==> src/rtl/al_clk_pkg.sv <==
// al_clk_pkg: shared definitions for the alarm-clock keypad time-entry path.
//   - command key codes (TIME / ALARM / CLEAR)
//   - entry FSM state encoding
//   - bcd_time_valid(): legality check of a packed BCD HH:MM value
package al_clk_pkg;

    localparam logic [3:0] KEY_TIME   = 4'hA;
    localparam logic [3:0] KEY_ALARM  = 4'hB;
    localparam logic [3:0] KEY_CLEAR  = 4'hC;
    localparam logic [3:0] KEY_DIGMAX = 4'h9;
    localparam logic [2:0] MAX_DIGITS = 3'd4;

    typedef enum logic [1:0] {
        IDLE   = 2'd0,
        ENTRY  = 2'd1,
        LOAD_T = 2'd2,
        LOAD_A = 2'd3
    } entry_state_e;

    // A packed BCD value {ms_hour, ls_hour, ms_min, ls_min} is a legal
    // 24-hour time when hours are 00..23 and minutes 00..59.
    function automatic logic bcd_time_valid(input logic [15:0] t);
        logic [3:0] ms_hour;
        logic [3:0] ls_hour;
        logic [3:0] ms_min;
        logic [3:0] ls_min;
        ms_hour = t[15:12];
        ls_hour = t[11:8];
        ms_min  = t[7:4];
        ls_min  = t[3:0];
        return (ms_hour <= 4'd2) && (ls_hour <= 4'd9) &&
               ((ms_hour != 4'd2) || (ls_hour <= 4'd3)) &&
               (ms_min <= 4'd5) && (ls_min <= 4'd9);
    endfunction

endpackage

==> src/rtl/al_clk_entry_timer.sv <==
// al_clk_entry_timer: counts one-second ticks since the last accepted key.
//   clk       in   system clock
//   reset_n   in   asynchronous active-low reset
//   i_clear   in   restart the count at zero (has priority over i_tick)
//   i_tick    in   one-second tick
//   o_expired out  registered, high while the count equals TIMEOUT_SECS
module al_clk_entry_timer #(
    parameter int unsigned TIMEOUT_SECS = 10
) (
    input  logic clk,
    input  logic reset_n,
    input  logic i_clear,
    input  logic i_tick,
    output logic o_expired
);

    localparam logic [7:0] LP_LIMIT = 8'(TIMEOUT_SECS);

    logic [7:0] r_count;
    logic       r_expired;
    logic [7:0] w_count_nxt;

    // Next count: clear wins, and the count parks at the limit once reached.
    always_comb begin
        w_count_nxt = r_count;
        if (i_clear) begin
            w_count_nxt = 8'd0;
        end else if (i_tick && !r_expired) begin
            w_count_nxt = r_count + 8'd1;
        end else begin
            w_count_nxt = r_count;
        end
    end

    // Count register and registered expiry flag derived from the next count.
    always_ff @(posedge clk or negedge reset_n) begin
        if (!reset_n) begin
            r_count   <= 8'd0;
            r_expired <= 1'b0;
        end else begin
            r_count   <= w_count_nxt;
            r_expired <= (w_count_nxt == LP_LIMIT);
        end
    end

    assign o_expired = r_expired;

endmodule

==> src/rtl/al_clk_time_entry.sv <==
// al_clk_time_entry: keypad HH:MM entry front end for the alarm clock.
// Collects BCD digit keys into a 4-digit buffer, validates it on TIME/ALARM
// command keys and drives the load interface of the counter / alarm register.
//   clk, reset_n          clock, asynchronous active-low reset
//   key_valid, key_code   1-cycle key strobe and code (0-9, A=TIME, B=ALARM, C=CLEAR)
//   one_second            1-cycle tick once per second
//   time_out              last loaded BCD time (changes only on a load)
//   load_new_time         1-cycle pulse: time_out valid for the clock counter
//   load_new_alarm        1-cycle pulse: time_out valid for the alarm register
//   entry_active          high while an entry is in progress
//   entry_buf             live digit buffer
//   entry_error           1-cycle pulse: command rejected as an invalid time
module al_clk_time_entry
    import al_clk_pkg::*;
#(
    parameter int unsigned TIMEOUT_SECS = 10
) (
    input  logic        clk,
    input  logic        reset_n,
    input  logic        key_valid,
    input  logic [3:0]  key_code,
    input  logic        one_second,
    output logic [15:0] time_out,
    output logic        load_new_time,
    output logic        load_new_alarm,
    output logic        entry_active,
    output logic [15:0] entry_buf,
    output logic        entry_error
);

    entry_state_e r_state;
    logic [15:0]  r_entry_buf;
    logic [2:0]   r_count;
    logic [15:0]  r_time_out;
    logic         r_load_time;
    logic         r_load_alarm;
    logic         r_entry_active;
    logic         r_entry_error;

    logic w_is_digit;
    logic w_is_clear;
    logic w_is_cmd;
    logic w_key_act;
    logic w_timer_clr;
    logic w_expired;

    assign w_is_digit = key_valid && (key_code <= KEY_DIGMAX);
    assign w_is_clear = key_valid && (key_code == KEY_CLEAR);
    assign w_is_cmd   = key_valid && ((key_code == KEY_TIME) || (key_code == KEY_ALARM));
    // D-F never count as activity, so they do not restart the timeout.
    assign w_key_act  = w_is_digit || w_is_clear || w_is_cmd;
    assign w_timer_clr = (r_state != ENTRY) || w_key_act || w_expired;

    al_clk_entry_timer #(
        .TIMEOUT_SECS (TIMEOUT_SECS)
    ) u_timer (
        .clk       (clk),
        .reset_n   (reset_n),
        .i_clear   (w_timer_clr),
        .i_tick    (one_second),
        .o_expired (w_expired)
    );

    // Entry FSM with digit buffer and registered load/error outputs.
    always_ff @(posedge clk or negedge reset_n) begin
        if (!reset_n) begin
            r_state        <= IDLE;
            r_entry_buf    <= 16'h0000;
            r_count        <= 3'd0;
            r_time_out     <= 16'h0000;
            r_load_time    <= 1'b0;
            r_load_alarm   <= 1'b0;
            r_entry_active <= 1'b0;
            r_entry_error  <= 1'b0;
        end else begin
            r_load_time   <= 1'b0;
            r_load_alarm  <= 1'b0;
            r_entry_error <= 1'b0;
            case (r_state)
                IDLE, ENTRY: begin
                    if (w_is_digit) begin
                        // Shifting left drops the oldest digit once four are held.
                        r_entry_buf    <= {r_entry_buf[11:0], key_code};
                        r_count        <= (r_count < MAX_DIGITS) ? r_count + 3'd1 : MAX_DIGITS;
                        r_state        <= ENTRY;
                        r_entry_active <= 1'b1;
                    end else if (w_is_clear) begin
                        r_entry_buf    <= 16'h0000;
                        r_count        <= 3'd0;
                        r_state        <= IDLE;
                        r_entry_active <= 1'b0;
                    end else if (w_is_cmd && (r_state == ENTRY)) begin
                        r_entry_active <= 1'b0;
                        if (bcd_time_valid(r_entry_buf)) begin
                            // Buffer is kept through the load cycle, cleared afterwards.
                            r_time_out   <= r_entry_buf;
                            r_load_time  <= (key_code == KEY_TIME);
                            r_load_alarm <= (key_code == KEY_ALARM);
                            r_state      <= (key_code == KEY_TIME) ? LOAD_T : LOAD_A;
                        end else begin
                            r_entry_error <= 1'b1;
                            r_entry_buf   <= 16'h0000;
                            r_count       <= 3'd0;
                            r_state       <= IDLE;
                        end
                    end else if ((r_state == ENTRY) && w_expired) begin
                        r_entry_buf    <= 16'h0000;
                        r_count        <= 3'd0;
                        r_state        <= IDLE;
                        r_entry_active <= 1'b0;
                    end else begin
                        r_state <= r_state;
                    end
                end
                LOAD_T, LOAD_A: begin
                    // Any key arriving during the load cycle is dropped.
                    r_entry_buf    <= 16'h0000;
                    r_count        <= 3'd0;
                    r_state        <= IDLE;
                    r_entry_active <= 1'b0;
                end
                default: begin
                    r_entry_buf    <= 16'h0000;
                    r_count        <= 3'd0;
                    r_state        <= IDLE;
                    r_entry_active <= 1'b0;
                end
            endcase
        end
    end

    assign time_out       = r_time_out;
    assign load_new_time  = r_load_time;
    assign load_new_alarm = r_load_alarm;
    assign entry_active   = r_entry_active;
    assign entry_buf      = r_entry_buf;
    assign entry_error    = r_entry_error;

endmodule

==> config.mk <==
export PLATFORM = sky130hd
export DESIGN_NAME = al_clk_time_entry
export DESIGN_NICKNAME = d
export VERILOG_FILES = /design/src/rtl/al_clk_pkg.sv /design/src/rtl/al_clk_entry_timer.sv /design/src/rtl/al_clk_time_entry.sv
export SDC_FILE = /design/constraint.sdc
export NUM_CORES = 1
export LEC_CHECK = 0
export BUFFER_PORTS_ARGS = -buffer_cell sky130_fd_sc_hd__buf_2
export CORE_ASPECT_RATIO = 1.1
export CORE_MARGIN = 2
export CORE_UTILIZATION = 50
export CTS_BUF_LIST = sky130_fd_sc_hd__clkbuf_4
export DETAILED_ROUTE_END_ITERATION = 7
export HOLD_SLACK_MARGIN = 0.02
export MAX_ROUTING_LAYER = met4
export PLACE_DENSITY = 0.73
export SLEW_MARGIN = 20
export SYNTH_ARGS = -nofsm -noshare
export SYNTH_HDL_FRONTEND = slang
export SYNTH_SLANG_ARGS = --single-unit
==> constraint.sdc <==
create_clock -name clk -period 2.1 [get_ports clk]
set_clock_uncertainty 0.15 [all_clocks]
set_input_delay 0.21 -clock clk [delete_from_list [all_inputs] [get_ports clk]]
set_output_delay 0.21 -clock clk [all_outputs]
set_load 0.02 [all_outputs]
# == Yosys cells after proc, flatten, opt, wreduce, memory -nomap -nowiden ==
# Index checks and enable logic that the tools add are counted.
# totals
register_bits,47
inputBits,8
output_inout_bits,36
wordCells,86
# classes
n_addsub,1
magnitude_cmp,6
n_eq_ne,11
mux,35
n_bitwise,2
reduce_logical,22
# ops
operator,count
two-way mux 16 bit,5
one-hot mux 16 bit (2 select lines),1
two-way mux 1 bit,20
two-way mux 8 bit,2
"== test 4 bit, second input constant",3
"<= comparator 4 bit, second input constant",3
logical AND 1 bit,10
two-way mux 2 bit,5
"!= test 5 bit, second input constant",2
"adder 8 x 1 -> 8 bit, second input constant",1
"== test 8 x 4 -> 1 bit, second input constant",1
"<= comparator 4 x 2 -> 1 bit, second input constant",2
logical OR 1 bit,6
AND reduction 5 bit,1
"== test 2 bit, second input constant",2
"<= comparator 4 x 3 -> 1 bit, second input constant",1
"!= test 4 x 2 -> 1 bit, second input constant",1
one-hot mux 2 bit (2 select lines),1
OR reduction 2 bit,2
"== test 2 x 1 -> 1 bit, second input constant",1
zero test 2 bit,1
"!= test 2 x 1 -> 1 bit, second input constant",1
NOT 1 bit,2
one-hot mux 1 bit (2 select lines),1
2 further kinds,2

# == Longest topological paths before layout ==
# depth
depth_word,10
mapped_depth,5

# == Hierarchy ==
# Synthesis repeated with hierarchy kept, for this count alone.
# unflattened
hier_cells,152
hier_area_um2,1998.2
# by_module_without_submodules
mod,n_inst,cells_per_inst,area_per_inst_um2,seq_area_each_um2
al_clk_time_entry,1,104,1527.7,950.9
al_clk_entry_timer,1,48,470.5,225.2

# == Worst setup path after synthesis ==
# No wires, ideal clock.
# synth_path
kind,reg2reg
from,register r_entry_buf[6] (netlist: entry_buf[6])
to,register r_time_out[3] (netlist: time_out[3])
setup_ns,0.125
arrival_ns,1.859
t_required_ns,1.825
slack_ns,-0.034
path_stages_with_launch,6
path_buffers,1
path_cell_list,dfrtp_1 > a2111oi_4 > nand2_2 > nor3_4 > buf_6 > mux2_4
# synth_via
elab_chain_cells,4
# synth_lines
element,line_no,text
"start, declared",al_clk_time_entry.sv:32,logic [15:0] r_entry_buf;
"start signal, assigned",al_clk_time_entry.sv:83,"r_entry_buf <= {r_entry_buf[11:0], key_code};"
<= comparator 4 x 3 -> 1 bit,al_clk_pkg.sv:33,(ms_min <= 4'd5) && (ls_min <= 4'd9);
logical AND 1 bit,al_clk_pkg.sv:32,((ms_hour != 4'd2) || (ls_hour <= 4'd3)) &&
logical AND 1 bit,al_clk_pkg.sv:33,
AND reduction 5 bit (no line),-,
"end signal, assigned",al_clk_time_entry.sv:96,r_time_out <= r_entry_buf;
"end, declared",al_clk_time_entry.sv:34,logic [15:0] r_time_out;
# Every way passes these cells.
# A chain may end at the register's enable or synchronous reset.

# == Worst setup path after layout ==
# layout_path
from,input port key_code[1]
to,register r_time_out[8] (netlist: time_out[8])
# layout_via
elab_chain_cells,5
# layout_lines
element,line_no,text
"start, declared",al_clk_time_entry.sv:21,"input logic [3:0] key_code,"
branches (longest 4 deep; another with <= comparator 4 bit),-,
AND reduction 5 bit (no line) (*),-,
# Mark *: on every way between the ends.

==> results.ini <==
[floorplan]
core_um2=3930
start_util_pct=51.7
rows=24
fp.dieW_um=64.8
die_area_um2=4600
fp.dieH_um=70.9
top_level_ports=44

[timing]
post-route-min-period_ps=1990
holdWs_ps=60.0
fmax_mhz=502
maxSlewHeadroom_pct=62.9
hold_viol_final=0
period_share_pct=94.9
setup_tns_ps=0
worstMarginPinSlew_ps=557
finalSetupViolCount=0
rsz0062_at_grt=no
drv_slew=0

[yosys]
synth_edf_count=0
ys_ff_latch=47
yosysSeqAreaShare_pct=57.8
ys_types=40
syn_area_per_cell_um2=13.1
synthFlopType=dfrtp_1
syn_area_um2=2030
synth_cells=155
syn-num-nets=164
ys_warn_count=0
async_flop_share_pct=100

[worst_setup_path]
cp_top_family=buffers and inverters
start_kind=input port
slowest_stage=dlygate4sd3_1
path_cells=dlygate4sd3_1, buf_2, and3b_1, nand3_2, nor3_4, buf_12, mux2_2
cp.required_ps=2190
critical_path_class=input port to register
crit_fanout=16
cp-end-kind=register
critPathMaxStageDelay_ps=520
path_buf_inv=3
critPathArrivalTime_ps=2090

[route]
antenna_left=0
drc=0
vias=1519
drt_iter0_drc=110
first_pass_iters=4
viasPerCell=5.78
drt-total-wl_um=4330
wire_per_inst_um=16.4

[global_route]
grt_max_degree=26
grt_pass1_vias=1473
grt_first_pass_wirelength_um=7340
grt_use_total_pct=21.5
overflow=0
grt_antenna_before_repair=0

[place]
dpl.hpwl_um=3150
routabilityCongestion=0.847
numPortBuffers=43
place_inst=250

[clock_tree]
cts_max_level=2
cts_root_buf=clkbuf_4
path_clk_slew_ps=130
cts_buffer_depth=2
cts_tree=done
cts_buffers=5
clock_sinks=47
clkLatencyLatePin_ps=360

[power_and_ir_drop]
switching_share_pct=31.9
ir_worst_vdd_mv=0.448
p_int_mw=1.31
p_clk_share_pct=21.5
leakage_nw=1.24
power_density_nw_per_um2=782
power.switching_mw=0.614
total_power_mw=1.92
seq_power_share_pct=56.3
comb_power_share_pct=22.3

[finish]
area_growth_pct=21.0
nNetsFinal=219
diodes=0
layout-drive-gt1-share_pct=37.0
instances_no_fill=263

[job]
maxCapViolations=0

[status]
status=finished, final reports clean

[hold_path]
hold_path_class=input port to register

[cell type report]
class	count	area [um2]
timing repair buffer	54	335
fill	337	1470
tap	52	65.1
sequential	47	1180
inverter	1	3.75
multi-input combinational	101	828
clock inverter	2	7.51
clock buffer	6	45.0
[stage by stage]
stage | utilization [%] | area [um2] | setup slack, ps
2_1_floorplan | - | 2030 | 15.5
3_3_place_gp | 59.7 | 2350 | 213
3_5_place_dp | 59.7 | 2350 | 140
4_1_cts | 62.3 | 2450 | 38.3
5_1_grt | 62.6 | 2460 | 22.0
6_report | 62.6 | 2460 | 108
[placed cells by master (no fill, tap or decap), drive strengths merged]
cell type	instances
buf	49
dfrtp	47
a22o	16
mux2	13
nor2	9
nor2b	6
clkbuf	6
nand2	6
dlygate4sd3	5
xor2	4
o21ai	4
nand3	4
nor3	4
or3	3
a21oi	3
a21o	3
mux2i	2
xnor2	2
nand4b	2
nand4	2
and3b	2
clkinv	2
a2111oi	2
o211ai	1
inv	1
a2111o	1
nor4	1
a211o	1
o21a	1
o32a	1
and3	1
nor4b	1
a21boi	1
o21bai	1
o21ba	1
a31o	1
o32ai	1
ha	1
[power by group through the flow]
| stage | Combinational [mW] | Clock (mW) | Sequential [mW] |
|---|---|---|---|
| global placement | 0.415 | 0 | 1.10 |
| finish | 0.429 | 0.413 | 1.08 |
| detailed placement | 0.425 | 0 | 1.10 |
| CTS | 0.433 | 0.418 | 1.09 |
| global route | 0.462 | 0.461 | 1.10 |
| floorplan | 0.167 | 0 | 1.19 |
[cells in the mapped netlist (2+ instances only)]
master    instances  area [um2]
a21o_1            3        22.5
a21oi_1           3        15.0
a22o_1           16         140
and3b_1           2        17.5
buf_6             2        22.5
clkbuf_1          4        15.0
dfrtp_1          47        1180
mux2_2            9         101
mux2_4            4        60.1
mux2i_1           2        20.0
nand2_1           5        18.8
nand3_1           4        20.0
nand4_1           2        12.5
nand4b_1          2        17.5
nor2_1            9        33.8
nor2b_1           6        37.5
nor3_1            3        15.0
o21ai_0           4        20.0
or3_1             3        18.8
xnor2_1           2        17.5
xor2_1            4        35.0
[logic make-up after synthesis]
kind of cell             share of synthesized area (%)
adder cells (fa/ha/maj)                          0.615
AND/OR/NAND/NOR                                   11.6
buffers and inverters                             2.03
flip-flops                                        57.8
multiplexers                                      8.92
XOR/XNOR                                          2.58
AO/OA/AOI/OAI                                     16.5
[sequential cells by signal, indices dropped and copies added (netlist names)]
register,count
time_out,16
entry_buf,16
load_new_time,1
u_timer.r_count,8
u_timer.o_expired,1
entry_error,1
load_new_alarm,1
entry_active,1
r_state,2
[worst reg2reg max path, cell delays in order (launching register included)]
cell       delay (ps)
dfrtp_1           460
a2111oi_4         370
nand2_2           150
nor3_4            190
buf_12            190
mux2_2            350
[timing repair]
action	in CTS	in global routing
hold endpoints to repair	27	0
resized for setup	0	3
hold buffers	5	0
setup buffers	0	0
setup endpoints to repair	0	10
[routing by layer]
metal  global-route usage (%)  up-vias  wire [um]
li1                         -      691          -
met3                     5.09       11        212
met1                     26.6      765       1830
met2                     35.2       52       2200
met4                     6.38        0         80
met5                        -        -          0
[final timing paths]
check	startpoint	to	slack, ps	cells past startpoint
min in group asynchronous	reset_n	time_out[5]	210	2
max in group asynchronous	reset_n	entry_buf[12]	1070	3
worst min register to register	entry_active	entry_active	360	1
worst max-delay path	key_code[1]	time_out[8]	110	7
worst max register to register	entry_buf[6]	time_out[8]	140	5
worst min-delay path	key_valid	entry_error	60	3
Power figures use the tool's default switching activity.
